`config.mk`:
```
export PLATFORM = sky130hd
export DESIGN_NAME = coll_reduce_sched
export DESIGN_NICKNAME = d
export VERILOG_FILES = /design/src/rtl/coll_reduce_sched.sv
export SDC_FILE = /design/constraint.sdc
export NUM_CORES = 1
export LEC_CHECK = 0
export CAP_MARGIN = 20
export CORE_MARGIN = 2
export CORE_UTILIZATION = 30
export CTS_BUF_LIST = sky130_fd_sc_hd__clkbuf_8
export DETAILED_ROUTE_END_ITERATION = 8
export GPL_ROUTABILITY_DRIVEN = 0
export PLACE_DENSITY_LB_ADDON = 0.05
export SLEW_MARGIN = 20
export SYNTH_ARGS = -nofsm -noshare
export SYNTH_HDL_FRONTEND = slang
export SYNTH_SLANG_ARGS = --single-unit
```
`constraint.sdc`:
```
create_clock -name clk -period 13.31 [get_ports clk]
set_input_delay 2.662 -clock clk [delete_from_list [all_inputs] [get_ports clk]]
set_output_delay 2.662 -clock clk [all_outputs]
set_load 0.005 [all_outputs]
```
`src/rtl/coll_reduce_sched.sv`:
```
// Round-robin scheduler that folds requester packets into per-tag reduction slots.
// Optional build macro COLL_SAT_EN: SUM saturates at 32'hFFFFFFFF instead of wrapping.
module coll_reduce_sched #(
  parameter int unsigned NUM_REQ   = 4,
  parameter int unsigned NUM_SLOTS = 2,
  parameter int unsigned EXPECT    = 3
) (
  input  logic                 clk,
  input  logic                 rst,
  input  logic [NUM_REQ-1:0]    in_valid,
  input  logic [NUM_REQ*72-1:0] in_pkt,
  output logic [NUM_REQ-1:0]    in_ready,
  output logic [71:0]           out_pkt,
  output logic                  valid_out,
  input  logic                  out_ready,
  output logic                  done,
  output logic                  err_op
);
  localparam int unsigned SW = (NUM_SLOTS > 1) ? $clog2(NUM_SLOTS) : 1;
  localparam int unsigned RW = (NUM_REQ > 1) ? $clog2(NUM_REQ) : 1;
  localparam int unsigned CW = $clog2(EXPECT + 1);
  localparam logic [SW-1:0] SlotMask  = SW'(NUM_SLOTS - 1);
  localparam logic [CW-1:0] ExpectCnt = CW'(EXPECT);

  typedef enum logic [1:0] {StEmpty, StAcc, StFull} slot_st_e;

  slot_st_e      r_st   [NUM_SLOTS];
  slot_st_e      w_st_d [NUM_SLOTS];
  logic [39:0]   r_hdr  [NUM_SLOTS];
  logic [39:0]   w_hdr_d[NUM_SLOTS];
  logic [31:0]   r_acc  [NUM_SLOTS];
  logic [31:0]   w_acc_d[NUM_SLOTS];
  logic [CW-1:0] r_cnt  [NUM_SLOTS];
  logic [CW-1:0] w_cnt_d[NUM_SLOTS];
  logic [RW-1:0] r_rr;
  logic [71:0]   r_out_pkt;
  logic          r_valid_out, r_done, r_err_op;
  logic [SW-1:0] r_out_slot;

  logic [SW-1:0]      w_tgt [NUM_REQ];
  logic [NUM_REQ-1:0] w_elig;
  logic               w_gnt_any;
  logic [RW-1:0]      w_gnt_idx, w_scan;
  logic [71:0]        w_gnt_pkt;
  logic [SW-1:0]      w_gnt_slot;
  logic               w_hs, w_err_d, w_full_any;
  logic [SW-1:0]      w_full_idx;

  function automatic logic [31:0] f_reduce(input logic [3:0] op, input logic [31:0] a,
                                           input logic [31:0] b);
    case (op)
      4'b0001: return (b < a) ? b : a;
      4'b0010: return (b > a) ? b : a;
      4'b0011: return a ^ b;
      default: begin
`ifdef COLL_SAT_EN
        logic [32:0] sum;
        sum = {1'b0, a} + {1'b0, b};
        return sum[32] ? 32'hFFFF_FFFF : sum[31:0];
`else
        return a + b;
`endif
      end
    endcase
  endfunction

  // A requester is eligible only if its target slot can still take a contribution.
  always_comb begin
    for (int unsigned i = 0; i < NUM_REQ; i++) begin
      w_tgt[i]  = in_pkt[72*i+38 +: SW] & SlotMask;
      w_elig[i] = rst & in_valid[i] & (r_st[w_tgt[i]] != StFull);
    end
  end

  always_comb begin
    w_gnt_any = 1'b0;
    w_gnt_idx = '0;
    w_scan    = '0;
    for (int unsigned k = 0; k < NUM_REQ; k++) begin
      w_scan = RW'((32'(r_rr) + k) % NUM_REQ);
      if (!w_gnt_any && w_elig[w_scan]) begin
        w_gnt_any = 1'b1;
        w_gnt_idx = w_scan;
      end
    end
  end

  assign w_gnt_pkt  = in_pkt[72*w_gnt_idx +: 72];
  assign w_gnt_slot = w_tgt[w_gnt_idx];
  assign w_hs       = r_valid_out & out_ready;

  always_comb begin
    in_ready = '0;
    if (w_gnt_any) in_ready[w_gnt_idx] = 1'b1;
  end

  // Slot next-state: release wins; a FULL slot is never granted, so the two never collide.
  always_comb begin
    w_err_d = 1'b0;
    for (int unsigned s = 0; s < NUM_SLOTS; s++) begin
      w_st_d[s]  = r_st[s];
      w_hdr_d[s] = r_hdr[s];
      w_acc_d[s] = r_acc[s];
      w_cnt_d[s] = r_cnt[s];
      if (w_hs && r_out_slot == SW'(s)) begin
        w_st_d[s]  = StEmpty;
        w_cnt_d[s] = '0;
      end else if (w_gnt_any && w_gnt_slot == SW'(s)) begin
        case (r_st[s])
          StEmpty: begin
            w_hdr_d[s] = w_gnt_pkt[71:32];
            w_acc_d[s] = w_gnt_pkt[31:0];
            w_cnt_d[s] = CW'(1);
            w_st_d[s]  = (EXPECT == 1) ? StFull : StAcc;
          end
          StAcc: begin
            if (w_gnt_pkt[35:32] == r_hdr[s][3:0]) begin
              w_acc_d[s] = f_reduce(r_hdr[s][3:0], r_acc[s], w_gnt_pkt[31:0]);
              w_cnt_d[s] = r_cnt[s] + CW'(1);
              if (r_cnt[s] + CW'(1) == ExpectCnt) w_st_d[s] = StFull;
            end else begin
              w_err_d = 1'b1;
            end
          end
          default: ;
        endcase
      end
    end
  end

  always_ff @(posedge clk or negedge rst) begin
    if (!rst) begin
      r_rr <= '0;
      for (int unsigned s = 0; s < NUM_SLOTS; s++) begin
        r_st[s]  <= StEmpty;
        r_hdr[s] <= '0;
        r_acc[s] <= '0;
        r_cnt[s] <= '0;
      end
    end else begin
      if (w_gnt_any) r_rr <= RW'((32'(w_gnt_idx) + 1) % NUM_REQ);
      for (int unsigned s = 0; s < NUM_SLOTS; s++) begin
        r_st[s]  <= w_st_d[s];
        r_hdr[s] <= w_hdr_d[s];
        r_acc[s] <= w_acc_d[s];
        r_cnt[s] <= w_cnt_d[s];
      end
    end
  end

  always_comb begin
    w_full_any = 1'b0;
    w_full_idx = '0;
    for (int unsigned s = 0; s < NUM_SLOTS; s++) begin
      if (!w_full_any && r_st[s] == StFull) begin
        w_full_any = 1'b1;
        w_full_idx = SW'(s);
      end
    end
  end

  always_ff @(posedge clk or negedge rst) begin
    if (!rst) begin
      r_out_pkt   <= '0;
      r_valid_out <= 1'b0;
      r_out_slot  <= '0;
      r_done      <= 1'b0;
      r_err_op    <= 1'b0;
    end else begin
      r_done   <= w_hs;
      r_err_op <= w_err_d;
      if (w_hs) begin
        r_valid_out <= 1'b0;
      end else if (!r_valid_out && w_full_any) begin
        r_valid_out <= 1'b1;
        r_out_pkt   <= {r_hdr[w_full_idx], r_acc[w_full_idx]};
        r_out_slot  <= w_full_idx;
      end
    end
  end

  assign out_pkt   = r_out_pkt;
  assign valid_out = r_valid_out;
  assign done      = r_done;
  assign err_op    = r_err_op;

endmodule

```
Word level (Yosys, flattened, before mapping)

Index checks and enable logic that the tools add are counted.

Order comparisons: 16
Multiply operators: 1
Reductions and logical operators: 33
Bitwise logic cells: 22
Muxes and demuxes: 81
Add/sub/neg operators: 8
Shift operators: 1
Equal/unequal tests: 28

Operator list:

| cell                                                       | number |
|---|---|
| two-way mux 32 bit                                         | 9 |
| indexed part select 288 x 10 -> 72 bit                     | 1 |
| one-hot mux 32 bit (3 select lines)                        | 2 |
| one-hot mux 32 bit (2 select lines)                        | 2 |
| two-way mux 40 bit                                         | 3 |
| adder 32 bit                                               | 2 |
| greater-than comparator 32 bit                             | 2 |
| less-than comparator 32 bit                                | 2 |
| XOR 32 bit                                                 | 2 |
| two-way mux 2 bit                                          | 30 |
| two-way mux 1 bit                                          | 24 |
| != test 3 bit, second input constant                       | 8 |
| equality test 4 x 2 -> 1 bit, second input constant        | 4 |
| one-hot mux 2 bit (2 select lines)                         | 4 |
| less-than comparator 2 x 3 -> 1 bit, second input constant | 5 |
| != test 2 bit, second input constant                       | 6 |
| AND reduction 3 bit                                        | 4 |
| AND reduction 6 bit                                        | 2 |
| binary-select mux 1 bit (select 2 bit)                     | 5 |
| greater-or-equal comparator 2 bit, second input constant   | 5 |
| logical AND 1 bit                                          | 10 |
| NOT 1 -> 2 bit                                             | 5 |
| nonzero test 2 bit                                         | 5 |
| bitwise AND 1 bit                                          | 9 |
| 18 further kinds                                           | 39 |

Word-level logic and storage cells: 204
Bits in registers: 230

Longest topological paths before layout

Depth in word-level cells: 30
Depth in mapped cells: 26

Worst setup path after synthesis

No wires, ideal clock.

Path type: input to output
Start point: input in_pkt[38]
End point: output in_ready[2]
Stages: 12
Arrival: 5.032 ns
Path slack: 5.616 ns
Path buffers: 5
Data required time: 10.648 ns
Cells stage by stage: or3b_1 > o2111ai_1 > a2bb2oi_1 > nor2_2 > buf_2 > clkbuf_1 > buf_2 > buf_2 > buf_1 > ha_1 > inv_1 > nor2_1

Cells in the longest elaborated chain, start to end: 23

Ends and longest elaborated chain:

| element                                                                                                                 | line | source |
|---|---|---|
| start, declared                                                                                                         | 11   | `input logic [NUM_REQ*72-1:0] in_pkt,` |
| NOT 1 -> 2 bit (implied by the code) (*)                                                                                | 71   | `w_elig[i] = rst & in_valid[i] & (r_st[w_tgt[i]] != StFull);` |
| two-way mux 2 bit (implied by the code) (*) (3 in a row)                                                                | 71   |  |
| != test 2 bit (*)                                                                                                       | 71   |  |
| bitwise AND 1 bit (*)                                                                                                   | 71   |  |
| binary-select mux 1 bit (select 2 bit)                                                                                  | 81   | `if (!w_gnt_any && w_elig[w_scan]) begin` |
| two-way mux 1 bit (implied by the code)                                                                                 | 81   |  |
| two-way mux 1 bit                                                                                                       | 81   |  |
| logical NOT 1 bit                                                                                                       | 81   |  |
| (+5 left out)                                                                                                           | --   |  |
| logical NOT 1 bit                                                                                                       | 81   |  |
| logical AND 1 bit                                                                                                       | 81   |  |
| two-way mux 2 bit                                                                                                       | 81   |  |
| less-than comparator 2 x 3 -> 1 bit (implied by the code) or greater-or-equal comparator 2 x 1 -> 1 bit (tied branches) | 94   | `if (w_gnt_any) in_ready[w_gnt_idx] = 1'b1;` |
| logical AND 1 bit (implied by the code)                                                                                 | 94   |  |
| two-way mux 1 bit (implied by the code)                                                                                 | 94   |  |
| demux 1 bit (select 2 bit)                                                                                              | 94   |  |
| two-way mux 4 bit (*)                                                                                                   | 94   |  |
| end, declared                                                                                                           | 12   | `output logic [NUM_REQ-1:0] in_ready,` |

Every way passes the cells marked *; elsewhere a longest branch is shown, timed or not. The select of a mux whose other input is x is not followed.

Worst setup path in the final report

Start point: input in_pkt[254]
End point: output in_ready[0]

Same word-level chain as after synthesis.

==> impl_metrics.py <==
metrics = {
    "synth": {
        "synthCells": 2328,
        "yosysWarningCount": 0,
        "synth_fp_nets": 2757,
        "syn_area_mm2": 0.0181,
        "synth_edf_count": 0,
        "ys_seq_area_share_pct": 31.8,
        "ys_types": 80,
        "ys_ff_latch": 230,
        "yosys_most_used_dff": "dfrtp_1",
        "async_flop_share_pct": 100,
        "synth_area_per_cell_um2": 7.76,
    },
    "cts": {
        "h-tree-depth": 2,
        "clk_pin_slew_worst_paths_ns": 0.05,
        "numCtsBuffers": 47,
        "cts_setup_buffers": 0,
        "cts_resized": 0,
        "cts_sinks": 230,
        "cts_tree": "done",
        "clk_path_buf_depth": 3,
        "cts_root_buffer": "clkbuf_8",
        "clk_latency_ns": 0.64,
        "cts_hold_buf": 0,
    },
    "timing": {
        "timing.hold.ws_ns": 0.473,
        "period_needed_ns": 8.99,
        "finalHoldViolCount": 0,
        "rsz0062_at_grt": "false",
        "finClkSkew_ns": 0.0358,
        "tns_ns": 0,
        "relSlewSlack_pct": 22.7,
        "setup_slack_ns": 4.32,
        "fmax_ghz": 0.111,
        "setup_viol": 0,
        "worst_slew_pin_slew_ns": 1.15,
        "fin_crit_sh_pct": 67.6,
        "final-max-slew-violation-count": 0,
    },
    "finish": {
        "syn_to_final_growth_pct": 29.7,
        "drive_gt1_share_pct": 5.38,
        "final_cell_mix": "nand2_1 (432), clkdlybuf4s50_1 (372), dfrtp_1 (230), a21oi_1 (203), o21ai_0 (191)",
        "finalInstanceArea_mm2": 0.0234,
        "nets": 3071,
        "final_cells": 3454,
        "layout_commonest_cell": "nand2_1",
    },
    "critical_path": {
        "cp_common_cell": "clkdlybuf4s50_1",
        "worst-setup-path-type": "in2out",
        "worstPathArrival_ns": 6.33,
        "required_ns": 10.65,
        "worstRegToRegCells": 21,
        "worstSetupEndpointType": "output port",
        "critPathSlowestCell": "inv_4",
        "path_buf_inv": 5,
        "cp-start-kind": "input pin",
        "r2r_end": "r_acc[15]",
        "crit_family": "buffers and inverters",
        "slowest_delay_ns": 0.64,
        "ff2ff_setup_slack_ns": 6.54,
        "cp_max_fo": 83,
        "rr_startpoint": "r_st[2]",
        "cp_cell_sequence": "clkdlybuf4s50_1 > or3b_1 > and3_1 > o21ai_1 > nor2_4 > inv_4 > buf_4 > ha_1 > inv_1 > nor2_1 > clkdlybuf4s50_1",
    },
    "routing": {
        "drc": 0,
        "drt_iter0_drc": 1256,
        "vias": 18300,
        "wire_per_inst_um": 21.7,
        "wl_mm": 75.0,
        "drtPass1Iterations": 5,
        "viasPerCell": 5.29,
        "postRouteAntennaNets": 0,
    },
    "place": {
        "place_area_mm2": 0.0225,
        "dp_hpwl_mm": 55.9,
        "io_buffers": 373,
        "pre_cts_ws_ns": 4.05,
        "post-place-cells": 3366,
    },
    "die": {
        "die_x_um": 249,
        "core_mm2": 0.0592,
        "fp.dieH_um": 249,
        "io_pins": 374,
        "start_util_pct": 30.5,
        "die-area_mm2": 0.0622,
        "placementRows": 89,
    },
    "global_routing": {
        "grt_first_pass_wirelength_mm": 112,
        "grt_use_total_pct": 23.5,
        "grt_max_degree": 113,
        "grt-ovfl-total": 0,
        "grt_antenna_before_repair": 17,
        "first_global_vias": 18200,
    },
    "min_path": {
        "hold_class": "reg2reg",
        "min_path_cells": 1,
        "hp-start": "r_hdr[6]",
        "min_to": "r_hdr[6]",
    },
    "power": {
        "leakage_uw": 0.0104,
        "peakVddDrop_mv": 0.105,
        "powerDensity_mw_per_mm2": 215,
    },
    "run_status": {
        "status": "complete, no violations",
    },
    "job": {
        "cap_viol_max_count": 0,
    },
}
[synth_stat cells (8+ instances only)]
master | instances | area (µm²)
mux2_1 | 28 | 315
mux2i_1 | 116 | 1160
and3_1 | 30 | 188
a211o_1 | 9 | 78.8
o31ai_1 | 10 | 75.1
o21ai_0 | 191 | 956
or3_1 | 9 | 56.3
o21bai_1 | 22 | 165
mux2_2 | 24 | 270
o22ai_1 | 33 | 206
a22oi_1 | 12 | 90.1
nor2_1 | 175 | 657
a211oi_1 | 11 | 82.6
xnor2_1 | 11 | 96.3
ha_1 | 132 | 1650
o211ai_1 | 19 | 143
nand4_1 | 18 | 113
nand3_1 | 72 | 360
a31oi_1 | 31 | 194
nand2_1 | 432 | 1620
clkbuf_1 | 111 | 417
a21o_1 | 11 | 82.6
a221oi_1 | 9 | 78.8
nor3_1 | 30 | 150
nor2b_1 | 18 | 113
dfrtp_1 | 230 | 5760
inv_1 | 144 | 541
a21oi_1 | 204 | 1020
nand2b_1 | 22 | 138
nor4_1 | 8 | 50.1
buf_1 | 24 | 90.1
[per-layer routing]
layer / GRT usage [%] / up-vias / wire length [µm]
li1: - / 8768 / -
met1: 29.4 / 8727 / 32000
met2: 38.6 / 596 / 34900
met3: 6.84 / 151 / 5700
met4: 7.99 / 26 / 2170
met5: 0 / - / 166
[flip-flops by register name, indices dropped and copies added, names as in the netlist]
signal	flops
r_acc	64
out_pkt	72
r_cnt	4
r_st	4
done	1
err_op	1
r_out_slot	1
r_hdr	80
valid_out	1
r_rr	2
[logic make-up after synthesis]
kind of cell | synth area share, %
xor+xnor | 0.872
compound gates | 21.0
fa+ha+maj | 9.36
mux | 9.79
flops | 31.8
buf+inv | 6.40
simple gates | 20.7
[metrics by stage]
stage               total power, µW  util [%]
finish                         5030      39.6
global route                   5460      39.5
CTS                            5030      39.5
detailed placement             4270      38.0
global placement               4240      38.0
floorplan                      3200         -
[how the worst max path moves through the flow]
stage | cells after the start | from | slack (ns) | to
finish | 11 | in_pkt[254] | 4.32 | in_ready[0]
CTS | 11 | in_pkt[254] | 4.25 | in_ready[0]
global route | 23 | in_pkt[254] | 4.02 | r_acc[32]
floorplan | 12 | in_pkt[38] | 5.62 | in_ready[2]
global placement | 23 | in_pkt[254] | 4.20 | r_acc[32]
detailed placement | 23 | in_pkt[254] | 4.05 | r_acc[32]
[final cells by class]
type	instances	area, µm²
clock inverter	26	125
tap	773	967
inverter	146	551
multi-input combinational	1805	11200
antenna	5	12.5
fill	6232	35800
timing repair buffer	412	4050
clock buffer	57	785
sequential	230	5760
[power by group]
part	total, µW	switching [µW]	internal [µW]
sequential	1210	236	970
clock	733	347	386
combinational	3090	1850	1240
total	5030	2440	2590
[worst reg2reg max path, cell delays in order, from the launching register on]
cell and delay [ns]:
dfrtp_1 0.52, nand2b_1 0.41, o211a_1 0.24, o21ai_1 0.11, nor2_4 0.15, buf_4 0.42
buf_12 0.45, nand2_1 0.20, and3_1 0.19, a31oi_1 0.83, ha_1 0.54, a21o_1 0.21
a21oi_1 0.29, o22ai_1 0.13, nor2_1 0.16, o21ai_0 0.14, a211oi_1 0.29, nand2b_1 0.10
nand3_1 0.10, a41o_1 0.18, buf_4 0.48, mux2_2 0.48
Power figures use the tool's default switching activity.
==> RTL edit 1: new RTL, same flow settings <==
Change the parameter `EXPECT` from 3 to 6.
--- a/src/rtl/coll_reduce_sched.sv
+++ b/src/rtl/coll_reduce_sched.sv
@@ -4,5 +4,5 @@
   parameter int unsigned NUM_REQ   = 4,
   parameter int unsigned NUM_SLOTS = 2,
-  parameter int unsigned EXPECT    = 3
+  parameter int unsigned EXPECT    = 6
 ) (
   input  logic                 clk,
Function: not settled (the Yosys comparison gave no result); the edit may change what the design does.
==> RTL edit 1 against the unedited design <==
Area after synthesis increased by 0.74%; die area rose by 0.73%; final area grew 1.5%; total power grew 7.1%; count of clock-buffer cells in the layout rose by 6; highest routed layer unchanged; critical path type is now input port to flip-flop; critical path depth is 11 higher; worst setup slack worse by 0.25 ns; wire length fell by 1.7%; sequential cell count rose by 2.
==> RTL edit 1: results (changes against the unedited design) <==
[detailed_routing]
wire_per_inst_um = 21.2  ; -2.4%
dr.pass1.iters = 8  ; +3
viasPerCell = 5.23  ; -1.0%
dr.first_iter.drc_count = 1337  ; +6.4%

[placed_design]
io_buffers = 373  ; unchanged
placedCellCount = 3386  ; +0.59%
dpl_cell_area_mm2 = 0.0227  ; +0.92%
place_hpwl_mm = 55.2  ; -1.2%
pre_cts_ws_ns = 3.43  ; -0.620 ns

[yosys]
synthTopCellsByArea = dfrtp_1, ha_1, nand2_1, mux2i_1, a21oi_1
synth_adder_area_share_pct = 9.43  ; +0.069 points
ys_types = 82  ; +2.5%
syn_avg_cell_area_um2 = 7.79  ; +0.40%
muxShareOfSynthArea_pct = 9.50  ; -0.29 points
synthArstFlopShare_pct = 100  ; unchanged
synth_fp_nets = 2767  ; +0.36%
synth-seq-area-share_pct = 31.9  ; +0.041 points
synth_compound_area_share_pct = 20.1  ; -0.97 points

[power]
power.leakage_nw = 10.5  ; +1.5%
p_int_mw = 2.82  ; +9.0%
vdd_drop_max_mv = 0.0916  ; -13%

[grt]
grt_max_degree = 116  ; +2.7%
grt_pass1_vias = 18300  ; +0.77%
grt_first_pass_wirelength_mm = 111  ; -0.89%
antenna_found_initial = 12  ; -5

[sta]
slew_headroom_pct = 21.5  ; -1.2 points
fmax_ghz = 0.108  ; -2.7%
skew_ns = 0.0315  ; -0.00429 ns
worst_hold_slack_ns = 0.467  ; -0.00595 ns

[critical_path]
worstPathArrival_ns = 9.73  ; +3.40 ns
worst-path-max-fanout = 92  ; +11%
rrSetupSlack_ns = 5.68  ; -0.86 ns
crit_slowest_cell = a2111oi_0

[finish]
fin_cells = 3479  ; +0.72%
fin_nets = 3085  ; +0.46%
final_layout_size_suffix_gt1_share_pct = 5.65  ; +0.27 points
nFillCells = 6287  ; +0.88%

[clock_network]
cts_buffers = 48  ; +2.1%

[run_status]
outcome = complete, no violations

[RTL edit 1: final timing paths]
path / from / end / depth (start not counted)
min in group asynchronous: rst / r_hdr[75] / 1
setup reg to reg: r_st[2] / r_acc[60] / 21
max in group asynchronous: rst / out_pkt[66] / 3
hold / removal: r_hdr[6] / r_hdr[6] / 1
hold reg to reg: r_hdr[6] / r_hdr[6] / 1
setup / recovery: in_pkt[38] / r_acc[60] / 22
[RTL edit 1: layer usage]
layer,up-vias,GRT usage [%],wire (um)
li1,8867,-,-
met1,8672,29.9,32800
met2,535,37.6,34000
met3,126,5.37,4590
met4,10,7.58,2180
met5,-,0,67
[RTL edit 1: worst max-delay path: cells and delay by family]
| kind | cells | cell delay [ns] |
|---|---|---|
| and+or+nand+nor | 10 | 2.79 |
| buffers and inverters | 4 | 1.65 |
| AOI/OAI and AO/OA | 5 | 1.45 |
| muxes | 2 | 0.64 |
| adders and majority gates | 1 | 0.40 |
[RTL edit 1: final cells by class]
| cell class | count | area share, % |
|---|---|---|
| multi-input cells | 1814 | 47.6 |
| flip-flops and latches | 232 | 24.4 |
| repair buffers | 411 | 17.0 |
| well taps | 782 | 4.11 |
| clock buffers | 63 | 3.65 |
| inverters | 147 | 2.34 |
| clock inverters | 22 | 0.758 |
| diodes | 8 | 0.0842 |
[RTL edit 1: power by group through the flow]
stage | Clock [mW] | Combinational (mW) | Sequential (mW)
after global placement | 0 | 3.24 | 1.29
final | 0.828 | 3.26 | 1.30
after CTS | 0.861 | 3.25 | 1.30
after floorplan | 0 | 2.12 | 1.21
after detailed placement | 0 | 3.23 | 1.31
after global routing | 0.892 | 3.61 | 1.35
==> RTL edit 2: new RTL, same flow settings <==
Made on the original files. Reset style: synchronous (`rst`), changed in 2 clocked blocks.
--- a/src/rtl/coll_reduce_sched.sv
+++ b/src/rtl/coll_reduce_sched.sv
@@ -129,5 +129,5 @@
   end
 
-  always_ff @(posedge clk or negedge rst) begin
+  always_ff @(posedge clk) begin
     if (!rst) begin
       r_rr <= '0;
@@ -160,5 +160,5 @@
   end
 
-  always_ff @(posedge clk or negedge rst) begin
+  always_ff @(posedge clk) begin
     if (!rst) begin
       r_out_pkt   <= '0;
Formal check against the unedited RTL: not equivalent (Yosys sat finds a counterexample within 4 cycles, from zero or initial values and one cycle with rst low; the reset may be asserted at any time).
==> RTL edit 2 against the unedited design <==
Global-route usage down 0.32 points; maximum frequency is 3.0% lower; wire length rose by 1.8%; highest routed layer unchanged; final area up 0.84%; combinational power shrank 42%; critical endpoint is now in_ready[1]; largest cell class unchanged; worst setup slack worse by 0.28 ns; sequential power down 26%; area after synthesis up 1.7%; register-to-register slack worse by 0.28 ns; sequential cell count is the same; total power is 31% lower; count of clock-buffer cells in the layout up 2; die area up 1.6%.
==> RTL edit 2: results (changes against the unedited design) <==
[sta]
min_period_over_period_pct = 69.6  ; +2.1 points
skew_ns = 0.0327  ; -0.00314 ns
worst_pin_slew_ns = 1.06  ; -0.0986 ns

[critical_path]
worst-path-max-fanout = 80  ; -3.6%
r2r-start = r_st[1][0]
cp-endpoint = in_ready[1]
worstPathArrival_ns = 6.61  ; +0.28 ns
timing.rr.end = r_acc[0][3]
startpoint = rst
r2r_cells = 21  ; unchanged
rrSetupSlack_ns = 6.26  ; -0.28 ns

[run_status]
outcome = complete, no violations

[clock_network]
clkLatencyLatePin_ns = 0.62  ; -0.02 ns
clockBufferDepth = 3  ; unchanged
cts-root-buf = clkbuf_8
clk_pin_slew_ns = 0.05  ; about the same
htreeDepth = 2  ; unchanged
cts_setup_buffers = 0  ; unchanged
cts_buffers = 47  ; unchanged
cts-resized-gates = 0  ; unchanged

[yosys]
ys_types = 93  ; +16%
synth_fp_nets = 2949  ; +7.0%
synthArstFlopShare_pct = 0  ; -100 points
synth_edf_count = 0  ; unchanged
yosys_warnings = 0  ; unchanged
netlist_top_cells_count = nand2_1, nor2_1, dfxtp_1, a21oi_1, inv_1
synthTopCellsByArea = dfxtp_1, ha_1, nand2_1, nor2_1, mux2i_1
synth-seq-area-share_pct = 25.1  ; -6.8 points

[finish]
nFillCells = 6280  ; +0.77%
fin_nets = 3236  ; +5.4%
regMostFlops = r_hdr
largest_reg_flops = 80  ; unchanged
final_layout_size_suffix_gt1_share_pct = 7.25  ; +1.9 points

[grt]
grt_max_degree = 106  ; -6.2%
grt_first_pass_wirelength_mm = 114  ; +1.7%
grt_util_all_layers_pct = 23.2  ; -0.32 points
antenna_found_initial = 3  ; -14
grt_pass1_vias = 18900  ; +4.0%

[detailed_routing]
dr.pass1.iters = 7  ; +2
viasPerCell = 5.41  ; +2.2%
dr.first_iter.drc_count = 1233  ; -1.8%
wire_per_inst_um = 21.0  ; -3.0%

[placed_design]
io_buffers = 373  ; unchanged
pre_cts_ws_ns = 3.61  ; -0.441 ns
place_hpwl_mm = 56.6  ; +1.4%

[power]
power.leakage_nw = 9.15  ; -12%
p_seq_uw = 899  ; -26%
power_frac_clock_pct = 22.0  ; +7.4 points
p_sw_share_pct = 45.0  ; -3.4 points
vdd_drop_max_mv = 0.0679  ; -36%

[hold_path]
hold_path_class = flip-flop to flip-flop
whs_path_depth = 2  ; +1
min_to = r_hdr[1][12]
holdCritStartpoint = r_hdr[1][12]

==> RTL edit 2: critical path, stage by stage <==
cell	delay (ns)
buf_2	0.08
buf_4	0.47
nand2_1	0.21
or4_4	0.64
a31oi_4	0.27
nor3_4	0.08
inv_4	0.48
buf_4	0.75
ha_1	0.28
nor2b_1	0.12
clkdlybuf4s50_1	0.51
==> RTL edit 2: area by class of cell <==
cell class,count,share of cell area [%]
Antenna cell,3,0.0318
Sequential cell,230,19.5
Multi-Input combinational cell,1973,53.0
Timing Repair Buffer,414,17.1
Clock inverter,25,0.588
Inverter,141,2.28
Tap cell,782,4.14
Clock buffer,59,3.44
==> RTL edit 2: cell families (layout without fill, tap and decap cells) <==
group | after synthesis | after routing | share of synthesized area [%]
simple gates | 969 | 969 | 23.8
compound gates | 762 | 762 | 29.0
buf+inv | 317 | 639 | 7.11
flops | 230 | 230 | 25.1
fa+ha+maj | 134 | 134 | 9.21
mux | 105 | 105 | 5.75
xor+xnor | 3 | 3 | 0.143
other cells | 0 | 3 | 0
==> RTL edit 2: routing by layer <==
| layer | share of wire, % | vias to the layer above | global-route usage (%) |
|---|---|---|---|
| met5 | 0.035 | - | 0 |
| met4 | 2.8 | 4 | 7.45 |
| li1 | - | 9593 | - |
| met1 | 44 | 9320 | 30.3 |
| met3 | 5.3 | 106 | 3.54 |
| met2 | 47 | 584 | 39.0 |
==> RTL edit 2: per-stage QoR <==
step           instance area (um2)  hold slack (ns)  power (mW)  cells
6_report                     23600            0.451        3.46   3627
3_5_place_dp                 22700            0.447        2.69   3540
2_1_floorplan                18400            0.436        2.11   2520
4_1_cts                      23600            0.455        3.47   3624
3_3_place_gp                 22700            0.441        2.67   3540
5_1_grt                      23600            0.473        3.72   3626
